==> src/rtl/lcd8080_pkg.sv <==
// Shared definitions for the 8080-style LCD bus responder.
//   bus_state_e : bus FSM states (idle, write strobe active, read strobe active)
//   entry_t     : captured bus word {rs, data} at the default bus width
//   ENTRY_W     : width of entry_t
package lcd8080_pkg;

  localparam int unsigned LCD_DW  = 16;
  localparam int unsigned ENTRY_W = LCD_DW + 1;

  typedef enum logic [1:0] {
    ST_IDLE   = 2'd0,
    ST_WR_ACT = 2'd1,
    ST_RD_ACT = 2'd2
  } bus_state_e;

  typedef struct packed {
    logic              rs;
    logic [LCD_DW-1:0] data;
  } entry_t;

endpackage

==> src/rtl/lcd8080_fifo.sv <==
// Single-clock first-word-fall-through FIFO.
//   clk, rst_n         : clock, asynchronous active-low reset
//   flush              : synchronous empty, overrides push/pop
//   wr_en, wr_data     : push (ignored when full unless popping same cycle)
//   rd_en              : pop head (ignored when empty)
//   rd_data            : current head word
//   full, empty, level : occupancy status
module lcd8080_fifo
  import lcd8080_pkg::*;
#(
  parameter int unsigned DEPTH = 16,
  parameter int unsigned W     = ENTRY_W
) (
  input  logic                     clk,
  input  logic                     rst_n,
  input  logic                     flush,
  input  logic                     wr_en,
  input  logic [W-1:0]             wr_data,
  input  logic                     rd_en,
  output logic [W-1:0]             rd_data,
  output logic                     full,
  output logic                     empty,
  output logic [$clog2(DEPTH):0]   level
);

  localparam int unsigned AW = $clog2(DEPTH);
  localparam logic [AW:0] PTR_ONE = 1;

  logic [AW:0]  wr_ptr_q, wr_ptr_d;
  logic [AW:0]  rd_ptr_q, rd_ptr_d;
  logic [W-1:0] mem [DEPTH];
  logic         do_wr, do_rd;

  always_comb begin
    level = wr_ptr_q - rd_ptr_q;
    empty = (wr_ptr_q == rd_ptr_q);
    // Extra wrap bit distinguishes full from empty when the index bits match.
    full  = (wr_ptr_q[AW] != rd_ptr_q[AW]) &&
            (wr_ptr_q[AW-1:0] == rd_ptr_q[AW-1:0]);
    do_rd = rd_en && !empty && !flush;
    do_wr = wr_en && (!full || do_rd) && !flush;
    wr_ptr_d = wr_ptr_q;
    rd_ptr_d = rd_ptr_q;
    if (flush) begin
      wr_ptr_d = '0;
      rd_ptr_d = '0;
    end else begin
      if (do_wr) wr_ptr_d = wr_ptr_q + PTR_ONE;
      if (do_rd) rd_ptr_d = rd_ptr_q + PTR_ONE;
    end
  end

  always_ff @(posedge clk or negedge rst_n) begin
    if (!rst_n) begin
      wr_ptr_q <= '0;
      rd_ptr_q <= '0;
    end else begin
      wr_ptr_q <= wr_ptr_d;
      rd_ptr_q <= rd_ptr_d;
    end
  end

  always_ff @(posedge clk) begin
    if (do_wr) mem[wr_ptr_q[AW-1:0]] <= wr_data;
  end

  assign rd_data = mem[rd_ptr_q[AW-1:0]];

endmodule

==> src/rtl/lcd8080_rx.sv <==
// Panel-side responder for an 8080-style parallel LCD bus.
//   PCLK, PRESETn            : system clock, asynchronous active-low reset
//   LCD_CS/RS/WR/RD/RST      : asynchronous bus strobes (CS/WR/RD/RST active-low)
//   LCD_DATA_I               : bus data from master
//   LCD_DATA_O, LCD_DATA_OE  : readback data and pad enable during RD cycles
//   rd_data, rd_done         : host readback word, end-of-read pulse
//   out_valid/ready/rs/data  : captured-word stream (FIFO head)
//   level                    : FIFO occupancy
//   ovf, perr, clr_err       : sticky overflow / protocol error, clear
module lcd8080_rx
  import lcd8080_pkg::*;
#(
  parameter int unsigned DEPTH = 16,
  parameter int unsigned DW    = 16
) (
  input  logic                   PCLK,
  input  logic                   PRESETn,
  input  logic                   LCD_CS,
  input  logic                   LCD_RS,
  input  logic                   LCD_WR,
  input  logic                   LCD_RD,
  input  logic                   LCD_RST,
  input  logic [DW-1:0]          LCD_DATA_I,
  output logic [DW-1:0]          LCD_DATA_O,
  output logic                   LCD_DATA_OE,
  input  logic [DW-1:0]          rd_data,
  output logic                   rd_done,
  output logic                   out_valid,
  input  logic                   out_ready,
  output logic                   out_rs,
  output logic [DW-1:0]          out_data,
  output logic [$clog2(DEPTH):0] level,
  output logic                   ovf,
  output logic                   perr,
  input  logic                   clr_err
);

  logic cs_s1_q, cs_s2_q, rs_s1_q, rs_s2_q, rst_s1_q, rst_s2_q;
  logic wr_s1_q, wr_s2_q, wr_s3_q, rd_s1_q, rd_s2_q, rd_s3_q;
  logic [DW-1:0] data_s1_q, data_s2_q;

  bus_state_e    state_q, state_d;
  logic [DW-1:0] hold_q, hold_d;
  logic          rd_done_q, rd_done_d;
  logic          ovf_q, ovf_d, perr_q, perr_d;

  logic          wr_rise, rd_rise, push, perr_set, pop, fifo_wr;
  logic          fifo_full, fifo_empty;
  logic [DW:0]   head;

  always_ff @(posedge PCLK or negedge PRESETn) begin
    if (!PRESETn) begin
      cs_s1_q   <= 1'b1;  cs_s2_q  <= 1'b1;
      rs_s1_q   <= 1'b1;  rs_s2_q  <= 1'b1;
      rst_s1_q  <= 1'b1;  rst_s2_q <= 1'b1;
      wr_s1_q   <= 1'b1;  wr_s2_q  <= 1'b1;  wr_s3_q <= 1'b1;
      rd_s1_q   <= 1'b1;  rd_s2_q  <= 1'b1;  rd_s3_q <= 1'b1;
      data_s1_q <= '0;    data_s2_q <= '0;
    end else begin
      cs_s1_q   <= LCD_CS;     cs_s2_q   <= cs_s1_q;
      rs_s1_q   <= LCD_RS;     rs_s2_q   <= rs_s1_q;
      rst_s1_q  <= LCD_RST;    rst_s2_q  <= rst_s1_q;
      wr_s1_q   <= LCD_WR;     wr_s2_q   <= wr_s1_q;  wr_s3_q <= wr_s2_q;
      rd_s1_q   <= LCD_RD;     rd_s2_q   <= rd_s1_q;  rd_s3_q <= rd_s2_q;
      data_s1_q <= LCD_DATA_I; data_s2_q <= data_s1_q;
    end
  end

  assign wr_rise = wr_s2_q & ~wr_s3_q;
  assign rd_rise = rd_s2_q & ~rd_s3_q;

  always_comb begin
    state_d   = state_q;
    hold_d    = hold_q;
    rd_done_d = 1'b0;
    push      = 1'b0;
    perr_set  = 1'b0;
    if (!rst_s2_q) begin
      state_d = ST_IDLE;
    end else if (!cs_s2_q && !wr_s2_q && !rd_s2_q) begin
      perr_set = 1'b1;
      state_d  = ST_IDLE;
    end else begin
      case (state_q)
        ST_IDLE: begin
          if (!cs_s2_q && !wr_s2_q && rd_s2_q) begin
            state_d = ST_WR_ACT;
          end else if (!cs_s2_q && !rd_s2_q && wr_s2_q) begin
            state_d = ST_RD_ACT;
            hold_d  = rd_data;
          end
        end
        ST_WR_ACT: begin
          // WR rise is pushed even when CS rises alongside, as long as the
          // synchronized CS is still low this cycle.
          if (wr_rise) begin
            push    = !cs_s2_q;
            state_d = ST_IDLE;
          end else if (cs_s2_q) begin
            state_d = ST_IDLE;
          end
        end
        ST_RD_ACT: begin
          if (rd_rise) begin
            rd_done_d = 1'b1;
            state_d   = ST_IDLE;
          end else if (cs_s2_q) begin
            state_d = ST_IDLE;
          end
        end
        default: state_d = ST_IDLE;
      endcase
    end
  end

  assign pop     = out_valid & out_ready;
  assign fifo_wr = push & (~fifo_full | pop);

  always_comb begin
    ovf_d  = ovf_q  | (push & fifo_full & ~pop);
    perr_d = perr_q | perr_set;
    if (clr_err) begin
      ovf_d  = 1'b0;
      perr_d = 1'b0;
    end
  end

  always_ff @(posedge PCLK or negedge PRESETn) begin
    if (!PRESETn) begin
      state_q   <= ST_IDLE;
      hold_q    <= '0;
      rd_done_q <= 1'b0;
      ovf_q     <= 1'b0;
      perr_q    <= 1'b0;
    end else begin
      state_q   <= state_d;
      hold_q    <= hold_d;
      rd_done_q <= rd_done_d;
      ovf_q     <= ovf_d;
      perr_q    <= perr_d;
    end
  end

  lcd8080_fifo #(
    .DEPTH (DEPTH),
    .W     (DW + 1)
  ) u_fifo (
    .clk     (PCLK),
    .rst_n   (PRESETn),
    .flush   (~rst_s2_q),
    .wr_en   (fifo_wr),
    .wr_data ({rs_s2_q, data_s2_q}),
    .rd_en   (pop),
    .rd_data (head),
    .full    (fifo_full),
    .empty   (fifo_empty),
    .level   (level)
  );

  // Head is masked while empty so the stream outputs read zero out of reset.
  assign out_valid   = ~fifo_empty;
  assign out_rs      = out_valid & head[DW];
  assign out_data    = out_valid ? head[DW-1:0] : '0;
  assign LCD_DATA_OE = (state_q == ST_RD_ACT);
  assign LCD_DATA_O  = LCD_DATA_OE ? hold_q : '0;
  assign rd_done     = rd_done_q;
  assign ovf         = ovf_q;
  assign perr        = perr_q;

endmodule
==> config.mk <==
export PLATFORM = sky130hd
export DESIGN_NAME = lcd8080_rx
export DESIGN_NICKNAME = d
export VERILOG_FILES = /design/src/rtl/lcd8080_pkg.sv /design/src/rtl/lcd8080_fifo.sv /design/src/rtl/lcd8080_rx.sv
export SDC_FILE = /design/constraint.sdc
export NUM_CORES = 1
export LEC_CHECK = 0
export BUFFER_PORTS_ARGS = -buffer_cell sky130_fd_sc_hd__buf_2
export CELL_PAD_IN_SITES_DETAIL_PLACEMENT = 0
export CELL_PAD_IN_SITES_GLOBAL_PLACEMENT = 1
export CORE_MARGIN = 2
export CORE_UTILIZATION = 52
export DETAILED_ROUTE_END_ITERATION = 8
export PLACE_DENSITY = 0.78
export REMOVE_ABC_BUFFERS = 1
export SLEW_MARGIN = 20
export SYNTH_ARGS = -nofsm -noshare
export SYNTH_HDL_FRONTEND = slang
export SYNTH_HIERARCHICAL = 1
export SYNTH_SLANG_ARGS = --single-unit
==> constraint.sdc <==
create_clock -name PCLK -period 5.2 [get_ports PCLK]
set_input_delay 0.26 -clock PCLK [delete_from_list [all_inputs] [get_ports PCLK]]
set_output_delay 0.26 -clock PCLK [all_outputs]
set_load 0.005 [all_outputs]
**Word level (Yosys, flattened, before mapping)**

Memory sizes are Yosys's and may differ from the RTL's.
Cells that the tools add are included.

- Bits in latches: 0
- Memory bits (writable): 272
- ROM bits: 0
- Memories kept: 1
- Logic and storage cells: 96
- Input bits: 41
- Register bits: 75
- Output and inout bits: 43

- Magnitude comparators: 0
- Divide/modulo/power cells: 0
- $add $sub $neg: 3
- Multipliers: 0
- Equality and inequality tests: 8
- Muxes and demuxes: 28
- Bitwise operators: 17
- Reduce and logical (&&, ||, !) cells: 18
- Shift-type cells: 0

Memories:

| memory | depth | width | read ports | clocked after Yosys merged registers in | wr ports | RTL line | text |
|---|---|---|---|---|---|---|---|
| u_fifo.mem | 16 | 17 | 1 | 0 | 1 | lcd8080_fifo.sv:31 | `logic [W-1:0] mem [DEPTH];` |

Operators by type and width:

| cell | count |
|---|---|
| 16-bit two-way mux | 2 |
| 5-bit two-way mux | 4 |
| 1-bit two-way mux | 14 |
| 2-bit two-way mux | 7 |
| 5-bit by 1-bit adder with 5-bit output, second input constant | 2 |
| 1-bit logical AND | 10 |
| 1-bit AND | 7 |
| 1-bit NOT | 7 |
| 2-bit one-hot mux with 3 select lines | 1 |
| 5-bit equality test | 1 |
| 1-bit zero test | 5 |
| 5-bit inequality test, second input constant | 1 |
| 5-bit AND reduction | 1 |
| 5-bit subtractor | 1 |
| 4-bit equality test | 1 |
| 2-bit by 1-bit inequality test with 1-bit output, second input constant | 2 |
| 1-bit OR | 3 |
| 2-bit by 1-bit equality test with 1-bit output, second input constant | 1 |
| 2-bit equality test, second input constant | 1 |
| 2-bit zero test | 1 |
| 1-bit logical OR | 1 |
| 1-bit inequality test | 1 |

**Logic depth before layout (Yosys ltp)**

- Depth after elaboration: 11
- Depth in mapped cells: 12
- Mapped depth without buffers: 10

**Modules after synthesis**

Netlist, hierarchy kept.

By module, submodules not included:

| module | cells an instance | instances | sequential area each (um2) | area an instance (um2) |
|---|---|---|---|---|
| lcd8080_fifo | 556 | 1 | 8418.1 | 11230.8 |
| lcd8080_rx | 147 | 1 | 1641.6 | 2263.4 |

**Least setup slack after synthesis**

OpenSTA, ideal clock, no wires.

- Kind: register to register
- Start point: register u_fifo.rd_ptr_q[1]
- End point: memory u_fifo/mem[0][0] (netlist bit), enable pin
- Stages on the path, launching flop included: 12
- Clock period less this slack: 4.589 ns
- Required time: 4.765 ns
- Arrival: 4.154 ns
- Slack: 0.611 ns
- Path buffers: 3
- Setup time: 0.435 ns
- Path through: dfrtp_1 -> buf_2 -> buf_1 -> inv_1 -> ha_1 -> nand4_2 -> nor2_1 -> nand2b_1 -> a21oi_1 -> o31ai_4 -> buf_4 -> nor4_1

- Elaborated cells between the ends (all ways): 17
- Classes of those cells: eq/ne (2); mux (2); bitwise (5); reduce/logical (8)

RTL lines:

| what | RTL line | text |
|---|---|---|
| start: declaration | lcd8080_fifo.sv:30 | `logic [AW:0] rd_ptr_q, rd_ptr_d;` |
| start signal: assignment | lcd8080_fifo.sv:59 | `rd_ptr_q <= rd_ptr_d;` |
| 5-bit equality test | lcd8080_fifo.sv:36 | `empty = (wr_ptr_q == rd_ptr_q);` |
| via fifo_empty | lcd8080_rx.sv:48 | `logic fifo_full, fifo_empty;` |
| 1-bit NOT | lcd8080_rx.sv:161 | `assign out_valid = ~fifo_empty;` |
| 1-bit AND | lcd8080_rx.sv:116 | `assign pop = out_valid & out_ready;` |
| 1-bit OR | lcd8080_rx.sv:117 | `assign fifo_wr = push & (~fifo_full \| pop);` |
| 1-bit AND | lcd8080_rx.sv:117 |  |
| via fifo_wr | lcd8080_rx.sv:47 | `logic wr_rise, rd_rise, push, perr_set, pop, fifo_wr;` |
| 1-bit logical AND (2 in series) | lcd8080_fifo.sv:41 | `do_wr = wr_en && (!full \|\| do_rd) && !flush;` |
| 1-bit two-way mux | lcd8080_fifo.sv:64 | `if (do_wr) mem[wr_ptr_q[AW-1:0]] <= wr_data;` |
| 1-bit two-way mux (not written as such) | lcd8080_fifo.sv:64 |  |
| end: declaration | lcd8080_fifo.sv:31 |  |

The timed path passes the listed nets, and every way through them passes these cells.

**Worst setup path after layout**

- Start point: register u_fifo.rd_ptr_q[3]
- End point: memory u_fifo/mem[10][5] (netlist bit), enable pin

Same word-level chain as after synthesis.

==> results.cfg <==
[status]
status = finished clean

[place]
place_area_um2 = 14360
gp_congestion = 0.8404
dp_hpwl_um = 17960
io_buffer_count = 83
dpl_worst_slack_ps = 1386
dpl.cell_count = 1101

[timing]
setup_ws_ps = 1336
setup_viol = 0
timing_worst_slew_pin_value_ps = 970.4
slew_violations = 0
period_share = 0.7431
skew_ps = 15.36
period_needed_ps = 3864
rsz0062_at_grt = false
relSlewSlack = 0.3517
holdWs_ps = 117.4
setup_tns_ps = 0
fmaxAchievable_mhz = 258.8
hold_violations = 0

[worst_setup_path]
worstSetupStartpointType = flop
arrival_ps = 4080
reg2reg_depth = 10
path_delay_family = simple AND/OR/NAND/NOR gates
worstSetupPathType = flop to flop
cp_common_cell = buf_4
crit_path_max_fanout = 21
critPathRequiredTime_ps = 5410
cp_num_buf_inv = 3
crit_path_end_kind = flop
cp.depth = 10
cp_cell_sequence = inv_1, ha_1, nand4_2, nor2_2, nand2b_1, a21oi_1, o31ai_4, buf_4, nor3_2, buf_4
reg2reg_slack_ps = 1340
reg2reg_to = u_fifo/mem[10][5]
setup.worst_path.end = u_fifo/mem[10][5]
crit_start = u_fifo/rd_ptr_q[3]
cp_slowest_cell = dfrtp_1
rr_startpoint = u_fifo/rd_ptr_q[3]
max_stage_delay_ps = 830

[floorplanning]
die_area_um2 = 27250
dieWidth_um = 165.1
io_pins = 84
core-area_um2 = 25330
initial_core_util = 0.5328
rows = 58
die_h_um = 165.1

[synth]
synthTopCellsByCount = edfxtp_1, dfrtp_1, mux2i_1, mux4_2, o21ai_0
syn_area_um2 = 13490
yosys_warnings = 6
ys_seq_area_frac = 0.7455
synth_top_area_frac = 0.6053
netlist_instances = 703
ys_ff_latch = 347
synth_area_leader_cell = edfxtp_1
synth_area_leaders = edfxtp_1, dfrtp_1, mux4_2
synth.distinct_cells = 45
synth_most_common_cell = edfxtp_1
ys.flop_type = edfxtp_1
syn_avg_cell_area_um2 = 19.20
async_flop_share = 0.2161
synth_edf_count = 272

[clock_network]
clock_latency_ps = 510
numClockSinks = 347
clk_pin_slew_ps = 60
cts_tree = built
post-cts-setup-buffer-count = 0
cts-root-buf = clkbuf_16
cts_max_level = 2
clk_path_buf_depth = 3
cts_made_buffers = 35

[routing]
post_drt_wl_per_cell_um = 24.37
routed_via_density = 5.765
drt-pass1-iter-count = 4
vias = 6941
drt_iter0_drc = 513
ant_nets = 0
routed_wl_um = 29340
drc = 0

[final_layout]
fin_area_um2 = 15930
diodes = 0
fin_util = 0.6291
fin_nets = 899
fillers = 1724
area_growth_pct = 18.08
layout.cells.non_filler = 1204
drive_above_1_share = 0.2998

[power_and_ir_drop]
powerDensity_nw_per_um2 = 361.2
p_total_mw = 5.756
leakagePower_nw = 5.480
peakVddDrop_mv = 0.2428

[worst_hold_path]
min_path_type = input pin to flop

[run]
cap_violations = 0

[global_routing]
grt_antenna_before_repair = 0
grt_pass1_wl_um = 44610
grt_overflow = 0
grt_usage = 0.2288
grt_pass1_vias = 7311
grt_max_degree = 58
[tightest hold or removal path, stage by stage]
cell and delay [ps]:
buf_2 80, nand2b_1 80, nand3_1 90, o2bb2ai_1 60
[layout make-up]
cell class	instances	area [um2]	share of cell area
Clock inverter	19	198.9	0.01249
Multi-Input combinational cell	307	3256	0.2043
Clock buffer	44	962.2	0.06038
Sequential cell	347	10070	0.6317
Timing Repair Buffer	143	985.9	0.06188
Inverter	14	52.55	0.003298
Tap cell	330	412.9	0.02591
[per-layer routing]
metal / track usage / routed length, um
met5: 0 / 0
met3: 0.04271 / 1956
met1: 0.3002 / 11580
met4: 0.08182 / 958
met2: 0.3867 / 14850
[flip-flops by register name (all words and copies together), names as in the netlist, 2 cells and up]
register,cells
hold_q,16
data_s2_q,16
u_fifo/wr_ptr_q,5
data_s1_q,16
u_fifo/mem,272
state_q,2
u_fifo/rd_ptr_q,5
[logic make-up after synthesis]
logic type | Yosys count | synth area share
AOI/OAI and AO/OA | 77 | 0.03644
muxes | 120 | 0.1406
and+or+nand+nor | 91 | 0.03950
DFF | 347 | 0.7455
buffers and inverters | 49 | 0.02179
adders and majority gates | 10 | 0.009829
xor gates and xnor gates | 9 | 0.006398
[placed cells by master (no fill, tap or decap), drive strengths merged, types with 2 or more instances in the layout]
master | Yosys | final
edfxtp | 272 | 272
buf | 23 | 104
dfrtp | 63 | 63
mux2i | 53 | 53
mux4 | 51 | 51
clkbuf | 11 | 44
o21ai | 42 | 42
dlygate4sd3 | 0 | 39
nor2b | 20 | 20
and2 | 17 | 17
a221oi | 17 | 17
mux2 | 16 | 16
inv | 14 | 15
nor3 | 14 | 14
nor2 | 13 | 13
dfstp | 12 | 12
a21oi | 9 | 9
ha | 9 | 9
clkinv | 0 | 9
nand2b | 7 | 7
xnor2 | 6 | 6
clkinvlp | 0 | 5
nand3 | 4 | 4
nand2 | 4 | 4
bufinv | 0 | 4
nor4 | 4 | 4
or3 | 4 | 4
a21o | 3 | 3
xor2 | 3 | 3
nand4 | 3 | 3
a211oi | 2 | 2
[timing repair]
item	in CTS	in global routing
hold endpoints to repair	56	0
resized for setup	0	0
hold buffers	39	0
[worst min path at each step]
stage / startpoint / end / cells after the start
2_1_floorplan: PRESETn / data_s1_q[0] / 0
3_5_place_dp: PRESETn / data_s1_q[15] / 1
4_1_cts: out_ready / ovf / 4
6_report: out_ready / ovf / 4
3_3_place_gp: PRESETn / data_s1_q[15] / 1
5_1_grt: out_ready / ovf / 4
[power breakdown]
group          total [mW]  internal (mW)  switching [mW]
clock network        2.51           1.51           0.996
registers            3.11           3.05          0.0648
logic               0.132         0.0832          0.0493
No activity file was read; power rests on OpenSTA's default activity.
